### src/rtl/lsu_pkg.sv
// lsu_pkg: FSM state, RV32I funct3 constants and byte-enable width for the load/store controller
package lsu_pkg;
  typedef enum logic [1:0] {IDLE, REQ, WAIT, RESP} lsu_state_t;
  localparam logic [2:0] F3_LB  = 3'b000;
  localparam logic [2:0] F3_LH  = 3'b001;
  localparam logic [2:0] F3_LW  = 3'b010;
  localparam logic [2:0] F3_LBU = 3'b100;
  localparam logic [2:0] F3_LHU = 3'b101;
  localparam logic [2:0] F3_SB  = 3'b000;
  localparam logic [2:0] F3_SH  = 3'b001;
  localparam logic [2:0] F3_SW  = 3'b010;
  localparam int BE_W = 4;
endpackage

### src/rtl/loads_sign_extend.sv
// loads_sign_extend: sign-extends a lane-masked load value for LB/LH, passes it through otherwise
module loads_sign_extend import lsu_pkg::*; (
  input  logic [2:0]  funct3,
  input  logic [31:0] data,
  output logic [31:0] result
);
  assign result = (funct3 == F3_LB) ? {{24{data[7]}}, data[7:0]} :
                  (funct3 == F3_LH) ? {{16{data[15]}}, data[15:0]} : data;
endmodule

### src/rtl/lsu_store_align.sv
// lsu_store_align: byte enables and lane-replicated write data for SB/SH/SW
module lsu_store_align import lsu_pkg::*; (
  input  logic [2:0]      funct3,
  input  logic [1:0]      off,
  input  logic [31:0]     wdata,
  output logic [BE_W-1:0] be,
  output logic [31:0]     mem_wdata
);
  assign be = (funct3 == F3_SB) ? 4'b0001 << off :
              (funct3 == F3_SH) ? 4'b0011 << {off[1], 1'b0} : 4'b1111;
  assign mem_wdata = (funct3 == F3_SB) ? {4{wdata[7:0]}} :
                     (funct3 == F3_SH) ? {2{wdata[15:0]}} : wdata;
endmodule

### src/rtl/lsu_ctrl.sv
// lsu_ctrl: single-outstanding RV32I load/store sequencer driving a valid/ready data-memory port
// Define LSU_MISALIGN_TRAP_EN to reject misaligned half/word accesses instead of truncating the offset.
module lsu_ctrl import lsu_pkg::*; #(
  parameter int ADDR_WIDTH = 32,
  parameter int DATA_WIDTH = 32
) (
  input  logic                  clk,
  input  logic                  rst_n,
  input  logic                  req_valid,
  output logic                  req_ready,
  input  logic                  req_we,
  input  logic [2:0]            req_funct3,
  input  logic [ADDR_WIDTH-1:0] req_addr,
  input  logic [DATA_WIDTH-1:0] req_wdata,
  output logic                  mem_req_valid,
  input  logic                  mem_req_ready,
  output logic                  mem_we,
  output logic [ADDR_WIDTH-1:0] mem_addr,
  output logic [BE_W-1:0]       mem_be,
  output logic [DATA_WIDTH-1:0] mem_wdata,
  input  logic                  mem_rsp_valid,
  input  logic [DATA_WIDTH-1:0] mem_rdata,
  output logic                  rsp_valid,
  input  logic                  rsp_ready,
  output logic [DATA_WIDTH-1:0] rsp_rdata,
  output logic                  rsp_err
);
  lsu_state_t state, state_nx;
  logic we_q, err_q, bad;
  logic [2:0] f3_q;
  logic [1:0] off;
  logic [ADDR_WIDTH-1:0] addr_q;
  logic [DATA_WIDTH-1:0] wdata_q, rdata_q, shifted, masked, ext;
  logic [BE_W-1:0] st_be;
  always_comb begin
    bad = req_we ? (req_funct3 > F3_SW) : !(req_funct3 inside {F3_LB, F3_LH, F3_LW, F3_LBU, F3_LHU});
`ifdef LSU_MISALIGN_TRAP_EN
    bad = bad | ((req_funct3 inside {F3_LH, F3_LHU}) & req_addr[0])
              | ((req_funct3 == F3_LW) & (req_addr[1:0] != 2'b00));
`endif
  end
  always_comb begin
    state_nx = (state == IDLE) ? (req_valid ? (bad ? RESP : REQ) : IDLE) :
               (state == REQ)  ? (mem_req_ready ? WAIT : REQ) :
               (state == WAIT) ? (mem_rsp_valid ? RESP : WAIT) :
               (rsp_ready ? IDLE : RESP);
  end
  always_ff @(posedge clk or negedge rst_n) begin
    if (!rst_n) begin
      state   <= IDLE;
      we_q    <= 1'b0;
      err_q   <= 1'b0;
      f3_q    <= '0;
      addr_q  <= '0;
      wdata_q <= '0;
      rdata_q <= '0;
    end else begin
      state <= state_nx;
      if (state == IDLE && req_valid) begin
        we_q    <= req_we;
        err_q   <= bad;
        f3_q    <= req_funct3;
        addr_q  <= req_addr;
        wdata_q <= req_wdata;
        rdata_q <= '0;
      end
      if (state == WAIT && mem_rsp_valid) rdata_q <= we_q ? '0 : ext;
    end
  end
  // Offset truncated to access size; a trapped build never reaches memory with a misaligned one
  assign off = (f3_q == F3_LW) ? 2'b00 :
               (f3_q inside {F3_LH, F3_LHU}) ? {addr_q[1], 1'b0} : addr_q[1:0];
  assign shifted = mem_rdata >> {off, 3'b000};
  assign masked = (f3_q inside {F3_LB, F3_LBU}) ? DATA_WIDTH'(shifted[7:0]) :
                  (f3_q inside {F3_LH, F3_LHU}) ? DATA_WIDTH'(shifted[15:0]) : shifted;
  loads_sign_extend u_ext (.funct3(f3_q), .data(masked), .result(ext));
  lsu_store_align u_st (.funct3(f3_q), .off(off), .wdata(wdata_q), .be(st_be), .mem_wdata(mem_wdata));
  assign req_ready     = (state == IDLE);
  assign mem_req_valid = (state == REQ);
  assign mem_we        = we_q;
  assign mem_addr      = {addr_q[ADDR_WIDTH-1:2], 2'b00};
  assign mem_be        = we_q ? st_be : 4'b1111;
  assign rsp_valid     = (state == RESP);
  assign rsp_err       = err_q & rsp_valid;
  assign rsp_rdata     = rdata_q;
endmodule

### config.mk
export PLATFORM = sky130hd
export DESIGN_NAME = lsu_ctrl
export DESIGN_NICKNAME = d
export VERILOG_FILES = /design/src/rtl/lsu_pkg.sv /design/src/rtl/loads_sign_extend.sv /design/src/rtl/lsu_store_align.sv /design/src/rtl/lsu_ctrl.sv
export SDC_FILE = /design/constraint.sdc
export NUM_CORES = 1
export LEC_CHECK = 0
export CORE_MARGIN = 3
export CORE_UTILIZATION = 48
export DETAILED_ROUTE_END_ITERATION = 6
export PLACE_DENSITY_LB_ADDON = 0.2
export SETUP_SLACK_MARGIN = 0.2
export SLEW_MARGIN = 15
export SYNTH_ARGS = -nofsm -noshare
export SYNTH_HDL_FRONTEND = slang
export SYNTH_SLANG_ARGS = --single-unit
### constraint.sdc
create_clock -name clk -period 3.8 [get_ports clk]
set_clock_uncertainty 0.05 [all_clocks]
set_input_delay 0.57 -clock clk [delete_from_list [all_inputs] [get_ports clk]]
set_output_delay 0.57 -clock clk [all_outputs]
set_load 0.01 [all_outputs]
# After elaboration in Yosys (flattened, before gate mapping)
# Cells that the tools add are included.
# word_totals
register_bits,103
inputBits,106
out_inout_bits,105
elab_cells,56
# classes
order_cmp,1
n_eq_ne,11
shift,3
mux,23
bitwise,1
reduce_logical,10
# op_table
operator,count
$mux W32,9
$shr A32 B5 Y32,1
$mux W2,8
$eq A3 B3 Y1 const B,4
$mux W4,3
$eq A3 B1 Y1 const B,2
$eq A3 B2 Y1 const B,2
$logic_not A3 Y1,2
$reduce_bool A2 Y1,3
$reduce_bool A5 Y1,1
$eq A2 B2 Y1 const B,2
$shl A1 B2 Y4 const A,1
$shl A2 B2 Y4 const A,1
$gt A3 B2 Y1 const B,1
$mux W1,3
$eq A2 B1 Y1 const B,1
$logic_and A1 B1 Y1,2
$logic_not A2 Y1,1
$and A1 B1 Y1,1
$logic_not A1 Y1,1

# Longest topological paths before layout
# Gate-level depths: netlist of the first run.
# depth
word_depth,11
mapped_depth,8
ltp_nobuf,5

# Modules after synthesis
# A second synthesis of the first run with hierarchy kept.
# unflattened
cells_unflattened,507
area_unflattened_um2,5879.4
# modules_own_cells
mod,instances,cells_per_inst,area_per_inst_um2,seq_area_each_um2
lsu_ctrl,1,379,4926.0,2577.5
lsu_store_align,1,63,493.0,0.0
loads_sign_extend,1,65,460.4,0.0

# Least setup slack after synthesis of the first run
# OpenSTA, ideal clock, no wires.
# synth_path
path_type,flip-flop to output port
start,register f3_q[2]
end,output mem_be[0]
arrival_ns,1.660
t_required_ns,3.180
setup_slack_ns,1.520
path_stages_with_launch,6
path_buffers,3
path_cell_list,dfrtp_1 -> buf_2 -> nor2_1 -> clkbuf_1 -> clkbuf_1 -> o211ai_1
# synth_between
elab_chain_cells,7
elab_cells_between_ends,12
cone_classes,eq/ne: 3; shift: 2; mux: 5; reduce/logical: 2
# synth_rtl
element,line_no,rtl
start: declaration,lsu_ctrl.sv:30,logic [2:0] f3_q;
start signal: assignment,lsu_ctrl.sv:62,f3_q <= req_funct3;
$eq A3 B1 Y1 or $eq A3 B3 Y1 (tied branches),"lsu_store_align.sv:10, lsu_ctrl.sv:72",
$reduce_bool A2 Y1,lsu_ctrl.sv:72,"(f3_q inside {F3_LH, F3_LHU}) ? {addr_q[1], 1'b0} : addr_q[1:0];"
$mux W1,lsu_ctrl.sv:72,
$mux W2,lsu_ctrl.sv:71,assign off = (f3_q == F3_LW) ? 2'b00 :
$shl A1 B2 Y4,lsu_store_align.sv:9,assign be = (funct3 == F3_SB) ? 4'b0001 << off :
$mux W4 (*),lsu_store_align.sv:9,
$mux W4 (*),lsu_ctrl.sv:82,assign mem_be = we_q ? st_be : 4'b1111;
end: declaration,lsu_ctrl.sv:19,"output logic [BE_W-1:0] mem_be,"
# Every way passes the cells marked *; elsewhere a longest branch is shown, timed or not.

# Final worst setup path of the first run
# layout_path
start,register f3_q[1]
end,output mem_wdata[8]
# layout_between
elab_chain_cells,2
# layout_rtl
element,line_no,rtl
$logic_not A3 Y1,lsu_store_align.sv:11,assign mem_wdata = (funct3 == F3_SB) ? {4{wdata[7:0]}} :
$mux W32,lsu_store_align.sv:11,
end: declaration,lsu_ctrl.sv:20,"output logic [DATA_WIDTH-1:0] mem_wdata,"
# Every way passes these cells.

==> flow_summary.ini, run 1 <==
[worst_setup_path]
worstSetupPathType = reg2out
startpoint_type = flop
r2r_end = rsp_rdata[19]
reg2reg_from = f3_q[1]
crit_fanout = 22
rrSetupSlack_ns = 1.14
critPathArrivalTime_ns = 2.67
end_kind = output port
ff2ff_path_depth = 5
worstPathRequired_ns = 3.18

[drt]
drt_pre_antenna_iters = 5
num_vias = 4323
drt-total-wl_um = 14800
avgViaCountPerCell = 5.52
drtIter0Drc = 259
drc = 0
wl_per_cell_um = 18.9
drtAntennaViolNets = 0

[synthesis]
netlist_area_um2 = 5430
syn_area_per_cell_um2 = 11.2
ys_warn_count = 0
ys_top_cells_by_count = dfrtp_1 (103), mux2_2 (91), nand2_1 (43)
synth_flop_cell = dfrtp_1
synth_edf_count = 0
synth_area_leaders = dfrtp_1 (47%), mux2_2 (19%), buf_4 (5.5%)
yosysTopAreaCellShare_pct = 47.5
yosysUniqueCellTypes = 45
yosysMostFrequentCell = dfrtp_1
ys_seq_area_share_pct = 47.5
yosysTopAreaCell = dfrtp_1
ys_async_sr_fraction_pct = 100
synth-seq-cells = 103
synth_cells = 487

[place]
gp_congestion = 0.847
io_buffers = 208
placedCellCount = 767
place_area_um2 = 7310
hpwl_um = 10800

[timing]
final.period_utilization_pct = 86.5
period_needed_ns = 3.29
whs_ns = 0.234
finalHoldViolCount = 0
worst_pin_slew_ns = 0.985
finalSetupTns_ns = 0
rsz0062_at_grt = no
timing.fmax_ghz = 0.304
finalSetupViolations = 0
timing.slew.headroom_pct = 34.1
drv_slew = 0

[cells_and_area]
nets = 744
final_area_um2 = 7610
antennaDiodeCount = 0
synthToLayoutAreaGrowth_pct = 40.2
layout-drive-gt1-share_pct = 21.2
instances_no_fill = 783

[grt]
grt_max_degree = 91
antenna_found_initial = 0
grt_first_pass_wirelength_um = 23700
grt_pass1_vias = 4534
grt_use_total_pct = 23.5
grt.overflow.total = 0

[power]
p_total_mw = 6.61
powerDensity_nw_per_um2 = 868
peakVddDrop_uv = 590
power.leakage_nw = 3.07

[die]
row_count = 38
start_util_pct = 49.7
io_pins = 211
die_area_um2 = 12600
die_h_um = 112
placeableCoreArea_um2 = 10900
fp.dieW_um = 112

[run_status]
status = completed

[clock_tree]
cts_tree = yes
cts_root_buf = clkbuf_16
postCtsHoldBufs = 0
cts_buffers = 9
cts.clk_slew.worst_paths_ns = 0.07
clk_latency_ns = 0.35
cts_resized = 0
numClockSinks = 103
cts_setup_buffers = 0
clk_path_buf_depth = 2
cts_max_level = 3

[hold_path]
hp-class = in2async

[run]
cap_violations = 0
[worst max-delay path, cell delays in order, from the launching register on]
cell	delay, ns
dfrtp_1	0.63
nor3_2	0.79
mux2_2	0.41
clkdlybuf4s50_1	0.49
[stage by stage]
step | util (%) | setup WS [ns]
after global placement | 66.8 | 0.934
after detailed placement | 66.8 | 0.851
after CTS | 69.6 | 0.475
after floorplan | - | 1.52
after global routing | 69.6 | 0.351
final | 69.6 | 0.512
[routing by layer]
metal / GRT usage (%) / wire length (um) / vias up / share of wire [%]
li1: - / - / 2008 / -
met1: 29.1 / 5980 / 2126 / 40
met2: 39.1 / 7340 / 169 / 50
met3: 7.44 / 1240 / 20 / 8.4
met4: 7.85 / 254 / 0 / 1.7
met5: 0 / 0 / - / 0
[state kept, by name, summed over array words and instances (netlist names)]
name	flops
state	2
err_q	1
f3_q	3
mem_we	1
wdata_q	32
addr_q	32
rsp_rdata	32
[worst max-delay path by stage]
stage | startpoint | endpoint | slack, ns | cells past startpoint
2_1_floorplan | f3_q[2] | mem_be[0] | 1.52 | 5
3_3_place_gp | f3_q[1] | mem_wdata[15] | 0.93 | 3
3_5_place_dp | f3_q[1] | mem_wdata[8] | 0.85 | 3
4_1_cts | f3_q[1] | mem_wdata[8] | 0.47 | 3
5_1_grt | f3_q[1] | mem_wdata[12] | 0.35 | 3
6_report | f3_q[1] | mem_wdata[8] | 0.51 | 3
[placed cells by master, fill, tap and decap left out, drive strengths merged, types with 3 or more instances in the layout]
master and n:
o31ai 17, clkdlybuf4s50 207, a21o 7, o221ai 8
inv 6, nand2b 5, a21oi 31, mux2 91
nor2 24, nand2 43, clkbuf 9, buf 8
o211ai 8, mux2i 9, and2 4, dfrtp 103
o31a 7, nor2b 3, nand3 3, o22ai 8
o21ai 13
[logic make-up (layout without fill, tap and decap cells)]
family / count (synthesis) / after routing / share of synthesized area, %
other: 1 / 2 / 0.0690
muxes: 100 / 100 / 20.5
AOI/OAI and AO/OA: 105 / 105 / 14.4
and+or+nand+nor: 98 / 98 / 8.66
DFF: 103 / 103 / 47.5
buffers and inverters: 80 / 235 / 8.91
[final cells by class]
cell class	instances	area (um^2)
Timing Repair Buffer	215	2150
Tap cell	140	175
Inverter	4	15.0
Clock inverter	7	80.1
Clock buffer	9	225
Fill cell	848	3320
Sequential cell	103	2580
Multi-Input combinational cell	305	2390
[power by group]
part	leakage (nW)	switching, mW	internal (mW)	total [mW]
sequential	1.27	0.443	1.61	2.05
combinational	1.66	1.60	2.01	3.61
clock	0.143	0.433	0.518	0.952
total	3.07	2.47	4.14	6.61
Power figures use the tool's default switching activity.
==> inputs of run 2 (changes only) <==
Settings changed: CORE_ASPECT_RATIO from default to 0.7.
==> run 2 against run 1 <==
Sequential share of layout area about the same. Via count shrank 1.1%. Final cell count rose by 1.1%. Setup slack improved by 0.027 ns. Cell area increased by 0.12%. Die area up 0.16%. Register-to-register slack better by 0.06 ns. Largest cell class unchanged. Largest power group unchanged.
==> flow_summary.ini, run 2 (synthesis results as in run 1) <==
[timing]
worst_pin_slew_ns = 0.911
period_needed_ns = 3.26
rsz0062_at_grt = no
finalHoldViolCount = 0
finalSetupViolations = 0
final.period_utilization_pct = 85.8
finalSetupTns_ns = 0
timing.fmax_ghz = 0.307
timing.slew.headroom_pct = 39.0
drv_slew = 0

[worst_setup_path]
end_kind = output port
critPathArrivalTime_ns = 2.64
crit_slowest_cell = nor3_2
crit_fanout = 22
cp-endpoint = mem_wdata[10]
worstSetupPathType = reg2out
startpoint = f3_q[1]
rrSetupSlack_ns = 1.20
startpoint_type = flop
crit_buf_inv = 1
crit_cells = 3
max_stage_delay_ns = 0.75
r2r_end = rsp_rdata[20]
cp_top_family = simple AND/OR/NAND/NOR gates
ff2ff_path_depth = 5
path_cells = nor3_2, mux2_2, clkdlybuf4s50_1
worstPathRequired_ns = 3.18
reg2reg_from = f3_q[1]

[cells_and_area]
synthToLayoutAreaGrowth_pct = 40.4
mostFrequentLayoutCells = clkdlybuf4s50_1 (207), dfrtp_1 (103), mux2_2 (91), nand2_1 (43), a21oi_1 (31)
antennaDiodeCount = 0
fin_util_pct = 71.5
nets = 745
fillers = 780
final_common_cell = clkdlybuf4s50_1
layout-drive-gt1-share_pct = 21.1

[run_status]
status = completed

[power]
combPwrFrac_pct = 55.1
powerDensity_nw_per_um2 = 866
power.leakage_nw = 3.08
power_frac_clock_pct = 14.1
p_sw_share_pct = 37.1
peakVddDrop_uv = 515
p_sw_mw = 2.45
seq_power_share_pct = 30.9
power.internal_mw = 4.15

[clock_tree]
cts_tree = yes
cts_buffers = 9
postCtsHoldBufs = 0
cts_max_level = 3
cts_resized = 0
clk_path_buf_depth = 2
numClockSinks = 103
cts_setup_buffers = 0
clk_latency_ns = 0.34
cts_root_buf = clkbuf_16
cts.clk_slew.worst_paths_ns = 0.07

[die]
fp.dieW_um = 133
io_pins = 211
row_count = 31
die_h_um = 95
start_util_pct = 50.9
placeableCoreArea_um2 = 10700
die_area_um2 = 12600

[grt]
antenna_found_initial = 0
grt.overflow.total = 0
grt_max_degree = 71
grt_use_total_pct = 22.9
grt_first_pass_wirelength_um = 22900
grt_pass1_vias = 4319

[drt]
drc = 0
wl_per_cell_um = 18.2
drtIter0Drc = 298
avgViaCountPerCell = 5.40
drt-total-wl_um = 14400
drt_pre_antenna_iters = 5
drtAntennaViolNets = 0
num_vias = 4274

[run]
cap_violations = 0

[place]
io_buffers = 208
gp_congestion = 0.857
hpwl_um = 10700

[hold_path]
hp-class = in2async
## run 2: worst min-delay path by stage
stage,startpoint,to,slack [ns]
floorplan,rst_n,addr_q[0],0.22
global placement,rsp_rdata[2],rsp_rdata[2],0.41
detailed placement,rsp_rdata[2],rsp_rdata[2],0.42
CTS,rst_n,addr_q[27],0.33
global route,rst_n,addr_q[27],0.34
finish,rst_n,addr_q[27],0.28
## run 2: metal layers
metal | vias up | track usage, % | wire [um]
li1 | 1995 | - | -
met3 | 12 | 9.96 | 1510
met2 | 184 | 36.2 | 6650
met4 | 0 | 4.97 | 170
met1 | 2083 | 29.5 | 6070
met5 | - | 0 | 0
## run 2: final cells by class
class	instances	area [um^2]	share of cell area (%)
multi-input combinational	305	2390	31.4
sequential	103	2580	33.8
clock inverter	5	57.6	0.755
timing repair buffer	216	2150	28.2
clock buffer	11	243	3.18
tap	148	185	2.43
inverter	4	15.0	0.197
## run 2: worst reg2reg max path, cell delays in order, from the launching register on
cell and delay [ns]:
dfrtp_1 0.78, and2b_1 0.38, a21oi_1 0.23, nand4_1 0.25
a21boi_4 0.59, o31ai_1 0.19
## run 2: power groups by stage
stage | Combinational (mW) | Sequential, mW | Clock (mW)
floorplan | 2.33 | 1.94 | 0
global placement | 3.58 | 2.02 | 0
detailed placement | 3.64 | 2.05 | 0
CTS | 3.66 | 2.04 | 0.959
global route | 3.92 | 2.12 | 1.00
finish | 3.64 | 2.04 | 0.930
## run 2: per-stage QoR
step | area [um^2] | hold WS (ns) | worst slack [ns] | total power, mW | instances
floorplan | 5440 | 0.224 | 1.52 | 4.26 | 488
global placement | 7320 | 0.411 | 0.973 | 5.59 | 776
detailed placement | 7320 | 0.419 | 0.924 | 5.69 | 776
CTS | 7620 | 0.328 | 0.533 | 6.66 | 792
global route | 7620 | 0.342 | 0.402 | 7.03 | 792
finish | 7620 | 0.277 | 0.539 | 6.60 | 792
==> inputs of run 3 (changes only) <==
--- a/config.mk
+++ b/config.mk
@@ -6,9 +6,10 @@
 export NUM_CORES = 1
 export LEC_CHECK = 0
+export ABC_AREA = 1
 export CORE_ASPECT_RATIO = 0.7
 export CORE_MARGIN = 3
 export CORE_UTILIZATION = 48
 export DETAILED_ROUTE_END_ITERATION = 6
-export PLACE_DENSITY_LB_ADDON = 0.2
+export PLACE_DENSITY = 0.87
 export SETUP_SLACK_MARGIN = 0.2
 export SLEW_MARGIN = 15
==> constraint.sdc (replaced) <==
create_clock -name clk -period 3.8 [get_ports clk]
set_clock_uncertainty 0.05 [all_clocks]
set_input_delay 0.38 -clock clk [delete_from_list [all_inputs] [get_ports clk]]
set_output_delay 0.38 -clock clk [all_outputs]
set_load 0.01 [all_outputs]
==> run 3 against run 2 <==
Die area decreased by 0.66%. Final cell count increased by 30%. Register-to-register slack improved by 0.27 ns. First-iteration DRC count increased by 10%. Power decreased by 3.1%. Utilization decreased by 0.74 points. Cell area decreased by 1.4%. Via count increased by 21%. Worst hold slack got worse by 0.25 ns. Area after synthesis decreased by 0.69%. Global-route usage increased by 3.1 points. Sequential share of layout area increased by 0.48 points. Largest cell class unchanged. Largest power group unchanged.
==> flow_summary.ini, run 3 <==
[synthesis]
synth_cells = 720
synth_area_leaders = dfrtp_1 (48%), nand2_1 (24%), o21ai_0 (5.7%)
yosysTopAreaCellShare_pct = 47.8
ys_top_cells_by_count = nand2_1 (352), dfrtp_1 (103), o21ai_0 (61)
synth-seq-cells = 103
synthMuxAreaShare_pct = 0
synthXorXnorAreaFrac_pct = 0
yosysMostFrequentCell = nand2_1
ys_seq_area_share_pct = 47.8
synth_compound_area_share_pct = 9.02
synthAdderAreaFrac_pct = 0
synth-simple-area-share_pct = 31.4
synth_top_family_by_area = simple AND/OR/NAND/NOR gates
synth_flop_cell = dfrtp_1
yosysTopAreaCell = dfrtp_1
yosysUniqueCellTypes = 30
ys_async_sr_fraction_pct = 100
netlist_area_um2 = 5390
syn_area_per_cell_um2 = 7.49
synth_edf_count = 0
ys_warn_count = 0

[power]
power.internal_mw = 3.63
p_sw_share_pct = 43.2
p_sw_mw = 2.77
powerDensity_nw_per_um2 = 852
power.leakage_nw = 3.69
seq_power_share_pct = 29.7
power_frac_clock_pct = 13.8
combPwrFrac_pct = 56.6
peakVddDrop_uv = 687

[place]
hpwl_um = 12300
gp_congestion = 0.953
placedCellCount = 1009
place_ws_ns = 0.788
place_area_um2 = 7230
io_buffers = 208

[drt]
drtAntennaViolNets = 0
num_vias = 5170
drt-total-wl_um = 16500
drtIter0Drc = 328
wl_per_cell_um = 16.1
drt_pre_antenna_iters = 5
drc = 0
avgViaCountPerCell = 5.04

[worst_setup_path]
crit_fanout = 25
worstSetupPathType = reg2out
end_kind = output port
critPathArrivalTime_ns = 2.81
worstPathRequired_ns = 3.37
startpoint_type = flop
max_stage_delay_ns = 0.49
path_common_cell = inv_2
path_cells = nor2_1, inv_2, nor2_4, inv_2, nand2_2, inv_2, a211oi_2, o21ai_1, clkdlybuf4s50_1
crit_slowest_cell = clkdlybuf4s50_1

[grt]
grt_use_total_pct = 26.0
grt_pass1_vias = 5036
antenna_found_initial = 0
grt_first_pass_wirelength_um = 26200
grt_max_degree = 56
grt.overflow.total = 0

[die]
io_pins = 211
die_area_um2 = 12600
fp.dieW_um = 133
start_util_pct = 50.8
placeableCoreArea_um2 = 10600
row_count = 31
die_h_um = 94.7

[clock_tree]
cts_root_buf = clkbuf_16
clk_latency_ns = 0.34
clk_path_buf_depth = 2
cts.clk_slew.worst_paths_ns = 0.07
cts_buffers = 9
numClockSinks = 103
cts_tree = yes
cts_resized = 0
cts_max_level = 3
cts_setup_buffers = 0

[cells_and_area]
final_area_um2 = 7520
instances_no_fill = 1026
layout-drive-gt1-share_pct = 5.35
synthToLayoutAreaGrowth_pct = 39.4
final_common_cell = nand2_1
nets = 979
mostFrequentLayoutCells = nand2_1 (351), clkdlybuf4s50_1 (207), dfrtp_1 (103), o21ai_0 (61), inv_1 (32)
antennaDiodeCount = 0
fillers = 883

[timing]
finalSetupViolations = 0
whs_ns = 0.0251
final.period_utilization_pct = 85.3
rsz0062_at_grt = no
period_needed_ns = 3.24
timing.slew.headroom_pct = 32.1
timing.fmax_ghz = 0.309
finalSetupTns_ns = 0
setup_slack_ns = 0.559
worst_pin_slew_ns = 1.02
finalHoldViolCount = 0
drv_slew = 0

[run_status]
status = completed

[hold_path]
hp-class = in2async

[run]
cap_violations = 0
==> run 3: cell types whose count changed after synthesis, sizes merged, moves of 11 or more <==
cell   before  now
a21oi      31   10
inv         4   39
mux2       91    0
nand2      43  358
nand3       3   16
nand4       2   17
o21ai      13   65
o31ai      17    6
==> run 3: cells by family (layout without fill, tap and decap cells) <==
group,after synthesis,in the layout
and+or+nand+nor,417,418
DFF,103,103
AOI/OAI and AO/OA,86,86
other,1,2
buffers and inverters,113,269
==> run 3: path summary, 6_finish.rpt <==
| kind | slack (ns) | depth (start not counted) | start | end |
|---|---|---|---|---|
| worst max-delay path | 0.56 | 9 | f3_q[0] | mem_be[3] |
| min in group clk | 0.43 | 2 | addr_q[17] | addr_q[17] |
| worst max register to register | 1.47 | 10 | f3_q[2] | rsp_rdata[17] |
| worst min register to register | 0.43 | 2 | addr_q[17] | addr_q[17] |
| max in group asynchronous | 2.87 | 2 | rst_n | wdata_q[5] |
| worst min-delay path | 0.03 | 1 | rst_n | rsp_rdata[3] |
==> run 3: area by class of cell <==
cell class	instances	area, um^2	area share (%)
inverter	39	146	1.95
sequential	103	2580	34.3
tap	148	185	2.46
clock buffer	11	243	3.23
clock inverter	5	42.5	0.566
multi-input combinational	506	2200	29.2
timing repair buffer	214	2120	28.3
==> run 3: critical path, delay by kind of cell, from the launching register on <==
| kind | cells | cell delay (ns) |
|---|---|---|
| buffers and inverters | 4 | 1.01 |
| AND/OR/NAND/NOR | 3 | 0.68 |
| flip-flops | 1 | 0.43 |
| AO/OA/AOI/OAI | 2 | 0.33 |
==> run 3: routing by layer <==
layer,global-route usage [%],vias to the layer above,part of all wire (%)
met1,38.1,2411,48
met4,5.88,0,1.3
met5,0,-,0
met3,6.39,17,7.8
li1,-,2534,-
met2,39.3,208,43
==> run 3: power groups by stage <==
stage,Combinational [mW],Clock [mW],Sequential (mW)
3_5_place_dp,3.58,0,1.90
3_3_place_gp,3.51,0,1.91
6_report,3.62,0.880,1.90
4_1_cts,3.60,0.896,1.89
5_1_grt,3.96,0.947,1.96
2_1_floorplan,2.14,0,1.89
==> run 3: metrics by stage <==
stage                     power (mW)  utilization (%)
final                           6.40             70.7
after global routing            6.86             70.7
after CTS                       6.39             70.7
after detailed placement        5.48             68.0
after global placement          5.42             68.0
after floorplan                 4.03                -
==> run 3: timing repair <==
item | CTS | global route
setup endpoints to repair | 0 | 2
hold endpoints to repair | 0 | 0
hold buffers | 0 | 0
